### config.mk
export PLATFORM = sky130hd
export DESIGN_NAME = id_stage_sb_flat
export DESIGN_NICKNAME = d
export VERILOG_FILES = /design/src/rtl/id_stage_sb_if.sv /design/src/rtl/id_stage_sb.sv /design/src/flat_wrapper.sv
export SDC_FILE = /design/constraint.sdc
export NUM_CORES = 1
export LEC_CHECK = 0
export ABC_AREA = 1
export BUFFER_PORTS_ARGS = -buffer_cell sky130_fd_sc_hd__buf_2
export CORE_ASPECT_RATIO = 1.1
export CORE_UTILIZATION = 60
export CTS_CLUSTER_SIZE = 10
export DETAILED_ROUTE_END_ITERATION = 10
export PLACE_DENSITY = 0.95
export SYNTH_ARGS = -nofsm -noshare
export SYNTH_HDL_FRONTEND = slang
export SYNTH_SLANG_ARGS = --single-unit
### constraint.sdc
create_clock -name clk -period 16 [get_ports clk]
set_input_delay 2.4 -clock clk [delete_from_list [all_inputs] [get_ports clk]]
set_output_delay 2.4 -clock clk [all_outputs]
set_load 0.1 [all_outputs]
### src/rtl/id_stage_sb_if.sv
// id_stage_sb_if: IF->ID instruction handshake and ID->EX decode packet of id_stage_sb.
// master is the surrounding pipeline (IF + EX), slave is the decode stage.
interface id_stage_sb_if #(
    parameter int XLEN = 32,
    parameter int AW   = 5
);
    logic            valid_i, ack_o, ack_i, valid_o;
    logic [XLEN-1:0] instr_i, pc_i, instr_o, pc_o, rs1_o, rs2_o, imm_o;
    logic [AW-1:0]   rd_o;
    modport master (output valid_i, instr_i, pc_i, ack_i,
                    input  ack_o, valid_o, instr_o, pc_o, rs1_o, rs2_o, imm_o, rd_o);
    modport slave  (input  valid_i, instr_i, pc_i, ack_i,
                    output ack_o, valid_o, instr_o, pc_o, rs1_o, rs2_o, imm_o, rd_o);
endinterface

### src/rtl/id_stage_sb.sv
// id_stage_sb: decode stage with a per-register outstanding-write counter scoreboard.
// Define ID_PERF_EN to add the perf_stall_o / perf_issue_o counters.
module id_stage_sb #(
    parameter int  XLEN   = 32,
    parameter int  NREGS  = 32,
    parameter int  CNT_W  = 2,
    parameter int  NUM_WB = 2,
    localparam int AW     = $clog2(NREGS)
) (
    input  logic                 clk,
    input  logic                 rst_i,
    input  logic                 flush_i,
    id_stage_sb_if.slave         bus,
    output logic [AW-1:0]        rs1a_o,
    output logic [AW-1:0]        rs2a_o,
    input  logic [XLEN-1:0]      rs1d_i,
    input  logic [XLEN-1:0]      rs2d_i,
    input  logic [NUM_WB-1:0]    wb_valid_i,
    input  logic [NUM_WB*AW-1:0] wb_rd_i,
    output logic                 stall_o,
    output logic                 sb_err_o
`ifdef ID_PERF_EN
    ,
    output logic [31:0]          perf_stall_o,
    output logic [31:0]          perf_issue_o
`endif
);
    localparam logic [6:0] OP_LUI = 7'h37, OP_AUIPC = 7'h17, OP_JAL = 7'h6f, OP_JALR = 7'h67,
                           OP_BR = 7'h63, OP_LOAD = 7'h03, OP_ST = 7'h23, OP_IMM = 7'h13,
                           OP_OP = 7'h33, OP_SYS = 7'h73;
    logic [31:0]                 ins, imm32;
    logic [6:0]                  op;
    logic [AW-1:0]               rd, rd_q;
    logic                        uses_rs1, uses_rs2, writes_rd, haz1, haz2, sat, can, accept;
    logic                        err_d, err_q, valid_q;
    logic [NREGS-1:0][CNT_W-1:0] cnt_q, cnt_d;
    logic [XLEN-1:0]             instr_q, pc_q, rs1_q, rs2_q, imm_q;

    assign ins       = bus.instr_i[31:0];
    assign op        = ins[6:0];
    assign rd        = ins[7 +: AW];
    assign rs1a_o    = ins[15 +: AW];
    assign rs2a_o    = ins[20 +: AW];
    assign writes_rd = op inside {OP_LUI, OP_AUIPC, OP_JAL, OP_JALR, OP_LOAD, OP_IMM, OP_SYS, OP_OP};
    assign uses_rs1  = op inside {OP_JALR, OP_LOAD, OP_IMM, OP_SYS, OP_OP, OP_BR, OP_ST};
    assign uses_rs2  = op inside {OP_OP, OP_BR, OP_ST};
    assign imm32 = (op inside {OP_JALR, OP_LOAD, OP_IMM, OP_SYS}) ? {{20{ins[31]}}, ins[31:20]} :
                   (op == OP_ST) ? {{20{ins[31]}}, ins[31:25], ins[11:7]} :
                   (op == OP_BR) ? {{19{ins[31]}}, ins[31], ins[7], ins[30:25], ins[11:8], 1'b0} :
                   (op inside {OP_LUI, OP_AUIPC}) ? {ins[31:12], 12'b0} :
                   (op == OP_JAL) ? {{11{ins[31]}}, ins[31], ins[19:12], ins[20], ins[30:21], 1'b0} : '0;

    // x0 is excluded from every hazard term; reset suppresses ack/stall
    assign haz1    = uses_rs1 && rs1a_o != '0 && cnt_q[rs1a_o] != '0;
    assign haz2    = uses_rs2 && rs2a_o != '0 && cnt_q[rs2a_o] != '0;
    assign sat     = writes_rd && rd != '0 && cnt_q[rd] == '1;
    assign can     = bus.valid_i && (!valid_q || bus.ack_i) && !flush_i && !rst_i;
    assign accept  = can && !haz1 && !haz2 && !sat;
    assign stall_o = can && !accept;
    assign bus.ack_o = accept;

    // signed net change per register; a negative result is an over-release
    always_comb begin
        int t;
        t     = 0;
        cnt_d = '0;
        err_d = err_q;
        for (int r = 1; r < NREGS; r++) begin
            t = int'(cnt_q[r]) + int'(accept && writes_rd && rd == AW'(r))
                - int'(flush_i && valid_q && !bus.ack_i && rd_q == AW'(r));
            for (int k = 0; k < NUM_WB; k++)
                t = t - int'(wb_valid_i[k] && wb_rd_i[k*AW +: AW] == AW'(r));
            err_d    = err_d | (t < 0);
            cnt_d[r] = t < 0 ? '0 : CNT_W'(t);
        end
    end

    always_ff @(posedge clk or posedge rst_i) begin
        if (rst_i) begin
            cnt_q   <= '0;
            err_q   <= 1'b0;
            valid_q <= 1'b0;
            instr_q <= '0;
            pc_q    <= '0;
            rs1_q   <= '0;
            rs2_q   <= '0;
            imm_q   <= '0;
            rd_q    <= '0;
        end else begin
            cnt_q <= cnt_d;
            err_q <= err_d;
            if (accept) begin
                valid_q <= 1'b1;
                instr_q <= bus.instr_i;
                pc_q    <= bus.pc_i;
                rs1_q   <= rs1d_i;
                rs2_q   <= rs2d_i;
                imm_q   <= XLEN'($signed(imm32));
                rd_q    <= writes_rd ? rd : '0;
            end else if (flush_i || bus.ack_i) begin
                valid_q <= 1'b0;
            end
        end
    end

    assign bus.valid_o = valid_q;
    assign bus.instr_o = instr_q;
    assign bus.pc_o    = pc_q;
    assign bus.rs1_o   = rs1_q;
    assign bus.rs2_o   = rs2_q;
    assign bus.imm_o   = imm_q;
    assign bus.rd_o    = rd_q;
    assign sb_err_o    = err_q;

`ifdef ID_PERF_EN
    logic [31:0] perf_stall_q, perf_issue_q;
    always_ff @(posedge clk or posedge rst_i) begin
        if (rst_i) begin
            perf_stall_q <= '0;
            perf_issue_q <= '0;
        end else begin
            perf_stall_q <= perf_stall_q + 32'(stall_o);
            perf_issue_q <= perf_issue_q + 32'(accept);
        end
    end
    assign perf_stall_o = perf_stall_q;
    assign perf_issue_o = perf_issue_q;
`endif
endmodule

### src/flat_wrapper.sv
// flat-port wrapper written by rule: the top's interface ports become plain ports
module id_stage_sb_flat 
#(
    parameter int  XLEN   = 32,
    parameter int  NREGS  = 32,
    parameter int  CNT_W  = 2,
    parameter int  NUM_WB = 2,
    localparam int AW     = $clog2(NREGS)
)
  (clk, rst_i, flush_i, rs1a_o, rs2a_o, rs1d_i, rs2d_i, wb_valid_i, wb_rd_i, stall_o, sb_err_o, bus_valid_i, bus_instr_i, bus_pc_i, bus_ack_i, bus_ack_o, bus_valid_o, bus_instr_o, bus_pc_o, bus_rs1_o, bus_rs2_o, bus_imm_o, bus_rd_o);
  id_stage_sb_if #(.XLEN(XLEN), .AW(5)) bus_i ();
  input  logic clk;
  input  logic rst_i;
  input  logic flush_i;
  output logic [AW-1:0] rs1a_o;
  output logic [AW-1:0] rs2a_o;
  input  logic [XLEN-1:0] rs1d_i;
  input  logic [XLEN-1:0] rs2d_i;
  input  logic [NUM_WB-1:0] wb_valid_i;
  input  logic [NUM_WB*AW-1:0] wb_rd_i;
  output logic stall_o;
  output logic sb_err_o;
  input wire logic [$bits(bus_i.valid_i)-1:0] bus_valid_i;
  input wire logic [$bits(bus_i.instr_i)-1:0] bus_instr_i;
  input wire logic [$bits(bus_i.pc_i)-1:0] bus_pc_i;
  input wire logic [$bits(bus_i.ack_i)-1:0] bus_ack_i;
  output wire logic [$bits(bus_i.ack_o)-1:0] bus_ack_o;
  output wire logic [$bits(bus_i.valid_o)-1:0] bus_valid_o;
  output wire logic [$bits(bus_i.instr_o)-1:0] bus_instr_o;
  output wire logic [$bits(bus_i.pc_o)-1:0] bus_pc_o;
  output wire logic [$bits(bus_i.rs1_o)-1:0] bus_rs1_o;
  output wire logic [$bits(bus_i.rs2_o)-1:0] bus_rs2_o;
  output wire logic [$bits(bus_i.imm_o)-1:0] bus_imm_o;
  output wire logic [$bits(bus_i.rd_o)-1:0] bus_rd_o;
  assign bus_i.valid_i = bus_valid_i;
  assign bus_i.instr_i = bus_instr_i;
  assign bus_i.pc_i = bus_pc_i;
  assign bus_i.ack_i = bus_ack_i;
  assign bus_ack_o = bus_i.ack_o;
  assign bus_valid_o = bus_i.valid_o;
  assign bus_instr_o = bus_i.instr_o;
  assign bus_pc_o = bus_i.pc_o;
  assign bus_rs1_o = bus_i.rs1_o;
  assign bus_rs2_o = bus_i.rs2_o;
  assign bus_imm_o = bus_i.imm_o;
  assign bus_rd_o = bus_i.rd_o;
  id_stage_sb #(.XLEN(XLEN), .NREGS(NREGS), .CNT_W(CNT_W), .NUM_WB(NUM_WB)) u_core (.clk(clk), .rst_i(rst_i), .flush_i(flush_i), .bus(bus_i), .rs1a_o(rs1a_o), .rs2a_o(rs2a_o), .rs1d_i(rs1d_i), .rs2d_i(rs2d_i), .wb_valid_i(wb_valid_i), .wb_rd_i(wb_rd_i), .stall_o(stall_o), .sb_err_o(sb_err_o));
endmodule
Word level (Yosys, flattened, before mapping)
Index checks and enable logic that the tools add are counted.
{"block": "classes", "muxes": 45, "n_reduce_logical": 161, "addsub": 124, "magnitude_cmp": 34, "n_bitwise": 31, "eq_ne": 135}
{"operator": "$sub A32 B2 Y32", "n": 93}
{"operator": "$lt A32 B1 Y1 const B", "n": 31}
{"operator": "$eq A5 B5 Y1 const B", "n": 64}
{"operator": "$eq A5 B4 Y1 const B", "n": 32}
{"operator": "$mux W32", "n": 5}
{"operator": "$logic_and A1 B1 Y1", "n": 140}
{"operator": "$add A2 B1 Y3", "n": 31}
{"operator": "$eq A5 B3 Y1 const B", "n": 16}
{"operator": "$mux W2", "n": 34}
{"operator": "$eq A5 B2 Y1 const B", "n": 8}
{"operator": "$or A1 B1 Y1", "n": 31}
{"operator": "$bmux W2 S5", "n": 3}
{"operator": "$eq A7 B7 Y1 const B", "n": 4}
{"operator": "$eq A7 B6 Y1 const B", "n": 3}
{"operator": "$eq A5 B1 Y1 const B", "n": 4}
{"operator": "$lt A5 B6 Y1 const B", "n": 3}
{"operator": "$reduce_bool A5 Y1", "n": 3}
{"operator": "$eq A7 B5 Y1 const B", "n": 2}
{"operator": "$logic_not A1 Y1", "n": 8}
{"operator": "$reduce_bool A2 Y1", "n": 4}
{"operator": "$reduce_bool A8 Y1", "n": 1}
{"operator": "$eq A7 B2 Y1 const B", "n": 1}
{"operator": "$reduce_bool A7 Y1", "n": 1}
{"operator": "$mux W5", "n": 1}
{"operator": "5 further kinds", "n": 7}
{"block": "totals", "input_bits": 145, "out_inout_bits": 179, "ff_bits": 229}

Logic depth before layout (Yosys ltp)
{"block": "logic_depth", "ltp_word": 46, "mapped_depth": 31, "ltp_nobuf": 29}

Worst setup path before layout
No wires, ideal clock.
{"block": "synth_timing", "path_kind": "input to output", "startpoint": "in rst_i", "endpoint": "out stall_o", "required_ns": 13.600, "n_path_buf": 1, "slack_ns": 3.781, "arrival_ns": 9.819, "cell_stages": 7, "cell_sequence": "inv_1 nand4_1 inv_1 nand2_1 nor2_4 buf_1 nor2_1"}
{"block": "synth_via", "elab_chain_len": 7}
{"item": "start, declared", "line": "flat_wrapper.sv:13", "text": "input logic rst_i;"}
{"item": "$logic_not A1 Y1", "line": "id_stage_sb.sv:57", "text": "assign can = bus.valid_i && (!valid_q || bus.ack_i) && !flush_i && !rst_i;"}
{"item": "$logic_and A1 B1 Y1", "line": "id_stage_sb.sv:57"}
{"item": "$logic_and A1 B1 Y1 (3 in a row)", "line": "id_stage_sb.sv:58", "text": "assign accept = can && !haz1 && !haz2 && !sat;"}
{"item": "net bus_ack_o", "line": "flat_wrapper.sv:27", "text": "output wire logic [$bits(bus_i.ack_o)-1:0] bus_ack_o;"}
{"item": "$logic_not A1 Y1", "line": "id_stage_sb.sv:59", "text": "assign stall_o = can && !accept;"}
{"item": "$logic_and A1 B1 Y1", "line": "id_stage_sb.sv:59"}
{"item": "end, declared", "line": "flat_wrapper.sv:21", "text": "output logic stall_o;"}
The timed path passes the listed nets, and every way through them passes these cells.

Final worst setup path
{"block": "layout_timing", "startpoint": "in bus_instr_i[7]", "endpoint": "reg u_core.err_q, in the netlist u_core.sb_err_o"}
{"block": "layout_via", "elab_chain_len": 44}
{"item": "start, declared", "line": "flat_wrapper.sv:24", "text": "input wire logic [$bits(bus_i.instr_i)-1:0] bus_instr_i;"}
{"item": "$bmux W2 S5", "line": "id_stage_sb.sv:56", "text": "assign sat = writes_rd && rd != '0 && cnt_q[rd] == '1;"}
{"item": "$mux W2 (implied by the code)", "line": "id_stage_sb.sv:56"}
{"item": "$eq A2 B2 Y1", "line": "id_stage_sb.sv:56"}
{"item": "$logic_and A1 B1 Y1", "line": "id_stage_sb.sv:56"}
{"item": "$logic_not A1 Y1", "line": "id_stage_sb.sv:58"}
{"item": "$logic_and A1 B1 Y1", "line": "id_stage_sb.sv:58"}
{"item": "$logic_and A1 B1 Y1 (2 in a row)", "line": "id_stage_sb.sv:69", "text": "t = int'(cnt_q[r]) + int'(accept && writes_rd && rd == AW'(r))"}
{"item": "$add A2 B1 Y3", "line": "id_stage_sb.sv:69"}
{"item": "$sub A32 B2 Y32", "line": "id_stage_sb.sv:70", "text": "- int'(flush_i && valid_q && !bus.ack_i && rd_q == AW'(r));"}
{"item": "$sub A32 B2 Y32 (2 in a row)", "line": "id_stage_sb.sv:72", "text": "t = t - int'(wb_valid_i[k] && wb_rd_i[k*AW +: AW] == AW'(r));"}
{"item": "$lt A32 B1 Y1", "line": "id_stage_sb.sv:73", "text": "err_d = err_d | (t < 0);"}
{"item": "$or A1 B1 Y1 (30 in a row)", "line": "id_stage_sb.sv:73"}
{"item": "$or A1 B1 Y1 (*)", "line": "id_stage_sb.sv:73"}
{"item": "net u_core.err_d", "line": "id_stage_sb.sv:35", "text": "logic err_d, err_q, valid_q;"}
{"item": "end signal, assigned", "line": "id_stage_sb.sv:91", "text": "err_q <= err_d;"}
{"item": "end, declared", "line": "id_stage_sb.sv:35"}
The timed path passes the listed nets; every way through them passes the cells marked *. The select of a mux whose other input is x is not followed.
A chain may end at the register's enable or synchronous reset.

==> impl_metrics.json <==
{
  "cts_setup_buffers": 0,
  "fmax_mhz": 124.2,
  "worstPathMaxFanout": 169,
  "synthSimpleGateAreaFrac_pct": 32.21,
  "cts_resized": 0,
  "multi_input_area_um2": 8134,
  "hp-class": "reg2reg",
  "grt_pass1_vias": 14818,
  "cts_num_sinks": 229,
  "finalSetupViolations": 0,
  "wl_per_cell_um": 18.21,
  "tightestPinTransition_ps": 959.6,
  "layout-drive-gt1-share_pct": 16.14,
  "layout_common_cells": "nand2_1, buf_2, nor2_1, inv_1, dfrtp_1",
  "yosysSeqAreaShare_pct": 37.22,
  "ctsHoldBuffers": 0,
  "die_x_um": 154.7,
  "worstSetupStartpointType": "input pin",
  "clock_skew_ps": 10.14,
  "synthAdderAreaFrac_pct": 18.14,
  "ant_nets": 0,
  "slowest_delay_ps": 750,
  "hold_violations": 0,
  "placeableCoreArea_um2": 25260,
  "synth_top_family_by_area": "simple AND/OR/NAND/NOR gates",
  "dr.pass1.iters": 9,
  "maxCapViolations": 0,
  "fillers": 1912,
  "rows": 61,
  "overflow": 0,
  "finalCriticalPeriod_ps": 8054,
  "tns_ps": 0,
  "seq_area_um2": 5731,
  "powerDensity_nw_per_um2": 153.3,
  "static-leakage-power_uw": 0.01065,
  "gp_congestion": 1.016,
  "grt_use_total_pct": 37.85,
  "cp_slowest_cell": "nand3_1",
  "clockRootBuffer": "clkbuf_16",
  "syn-num-nets": 2427,
  "synth_mux_area_share_pct": 0,
  "final_common_cell": "nand2_1",
  "path_class": "in2reg",
  "final_core_util_pct": 70.42,
  "crit_path_end_kind": "register",
  "ios": 324,
  "dpl_worst_slack_ps": 7648,
  "grt_pass1_wl_um": 77010,
  "netlist_area_um2": 15400,
  "viasPerCell": 5.611,
  "worst_slack_ps": 7946,
  "synth_xor_area_share_pct": 0,
  "final_nets": 2711,
  "hpwl_um": 36760,
  "max_slew_margin_pct": 36.02,
  "cts_buffer_depth": 3,
  "cp.required_ps": 16410,
  "ys_warn_count": 0,
  "p_total_uw": 2728,
  "antenna_found_initial": 5,
  "syn_avg_cell_area_um2": 7.345,
  "syn2layout_area_growth_pct": 15.55,
  "portBuffers": 323,
  "holdWs_ps": 463.2,
  "die_h_um": 170.0,
  "crit_path_frequent_cell": "nand2_1",
  "vdd_drop_max_mv": 0.09846,
  "die_area_um2": 26300,
  "start_util_pct": 60.94,
  "ys_ff_latch": 229,
  "arrival_ps": 8470,
  "vias": 15363,
  "rsz0062_at_grt": "false",
  "grt_start_max_net_pins": 170,
  "insertion_delay_ps": 550,
  "finalCritPeriodShare_pct": 50.34,
  "syn_inst": 2096,
  "numCtsBuffers": 27,
  "ys_types": 34,
  "clk_pin_slew_worst_paths_ps": 50,
  "status": "completed",
  "slew_violations": 0,
  "synth_compound_area_share_pct": 2.479,
  "cts_tree": "done",
  "drt_iter0_drc": 1704,
  "htree_num_levels": 1,
  "wl_um": 49870,
  "drc": 0
}
-- cell families after synthesis --
logic type	count (synthesis)
AOI/OAI and AO/OA	65
and+or+nand+nor	1261
DFF	229
adders and majority gates	186
buffers and inverters	355
-- power by group --
group / internal (µW) / switching (µW)
Combinational: 320 / 970
Clock: 311 / 240
Sequential: 728 / 159
-- synthesized netlist by cell type, drive strengths merged --
| library cell | instances | area share (%) |
|---|---|---|
| ha | 124 | 10 |
| clkbuf | 12 | 0.29 |
| o21a | 1 | 0.049 |
| buf | 61 | 2.8 |
| nand3 | 103 | 3.4 |
| clkinv | 1 | 0.024 |
| nor2 | 284 | 7.1 |
| a21boi | 11 | 0.54 |
| nand4 | 8 | 0.33 |
| nor3 | 10 | 0.39 |
| o21ai | 29 | 0.94 |
| a21oi | 13 | 0.42 |
| inv | 281 | 6.9 |
| o211a | 1 | 0.065 |
| or2 | 1 | 0.041 |
| nand2 | 849 | 21 |
| o22ai | 1 | 0.041 |
| o211ai | 5 | 0.24 |
| and2 | 2 | 0.081 |
| dfrtp | 229 | 37 |
| o32ai | 1 | 0.057 |
| fa | 62 | 8.1 |
| nor4 | 4 | 0.16 |
| a31oi | 3 | 0.12 |
-- routing by layer --
layer,part of all wire (%),wire length [µm],GRT usage [%],up-vias
met5,0,0,0,-
met4,6.5,3217,23.85,0
met3,11,5265,7.920,266
met2,47,23320,61.91,987
met1,36,18070,45.88,7185
li1,-,-,-,6925
-- state kept, by name, indices dropped and copies added (netlist names) --
signal and cells:
u_core.bus.pc_o 32, u_core.bus.rd_o 5, u_core.bus.instr_o 32, u_core.bus.rs1_o 32, u_core.bus.rs2_o 32, u_core.cnt_q 62
u_core.sb_err_o 1, u_core.bus.imm_o 32, u_core.bus.valid_o 1
-- final timing paths --
kind	from	end	slack [ps]	cells after the start
worst min register to register	u_core.bus.pc_o[14]	u_core.bus.pc_o[14]	460	2
min in group asynchronous	rst_i	u_core.bus.rs1_o[7]	1940	2
worst max register to register	u_core.cnt_q[49]	u_core.sb_err_o	10200	27
worst max-delay path	bus_instr_i[7]	u_core.sb_err_o	7950	29
max in group asynchronous	rst_i	u_core.bus.rs2_o[31]	12610	3
worst min-delay path	u_core.bus.pc_o[14]	u_core.bus.pc_o[14]	460	2
-- critical path, delay by kind of cell --
family                     cells  cell delay [ps]
and+or+nand+nor               19             3240
buffers and inverters          6             1690
adders and majority gates      4             1100
-- stage by stage --
step                area [µm²]  std cells
floorplan                15400       2096
global placement         17030       2697
detailed placement       17030       2697
CTS                      17780       2732
global route             17790       2736
finish                   17790       2738
-- cell type report --
| cell class | count | area share (%) |
|---|---|---|
| diodes | 6 | 0.08439 |
| clock buffers | 33 | 4.037 |
| clock inverters | 2 | 0.1407 |
| inverters | 282 | 6.006 |
| multi-input cells | 1512 | 45.72 |
| flip-flops and latches | 229 | 32.21 |
| well taps | 346 | 2.433 |
| repair buffers | 328 | 9.368 |
(Power assumes the default switching activity.)
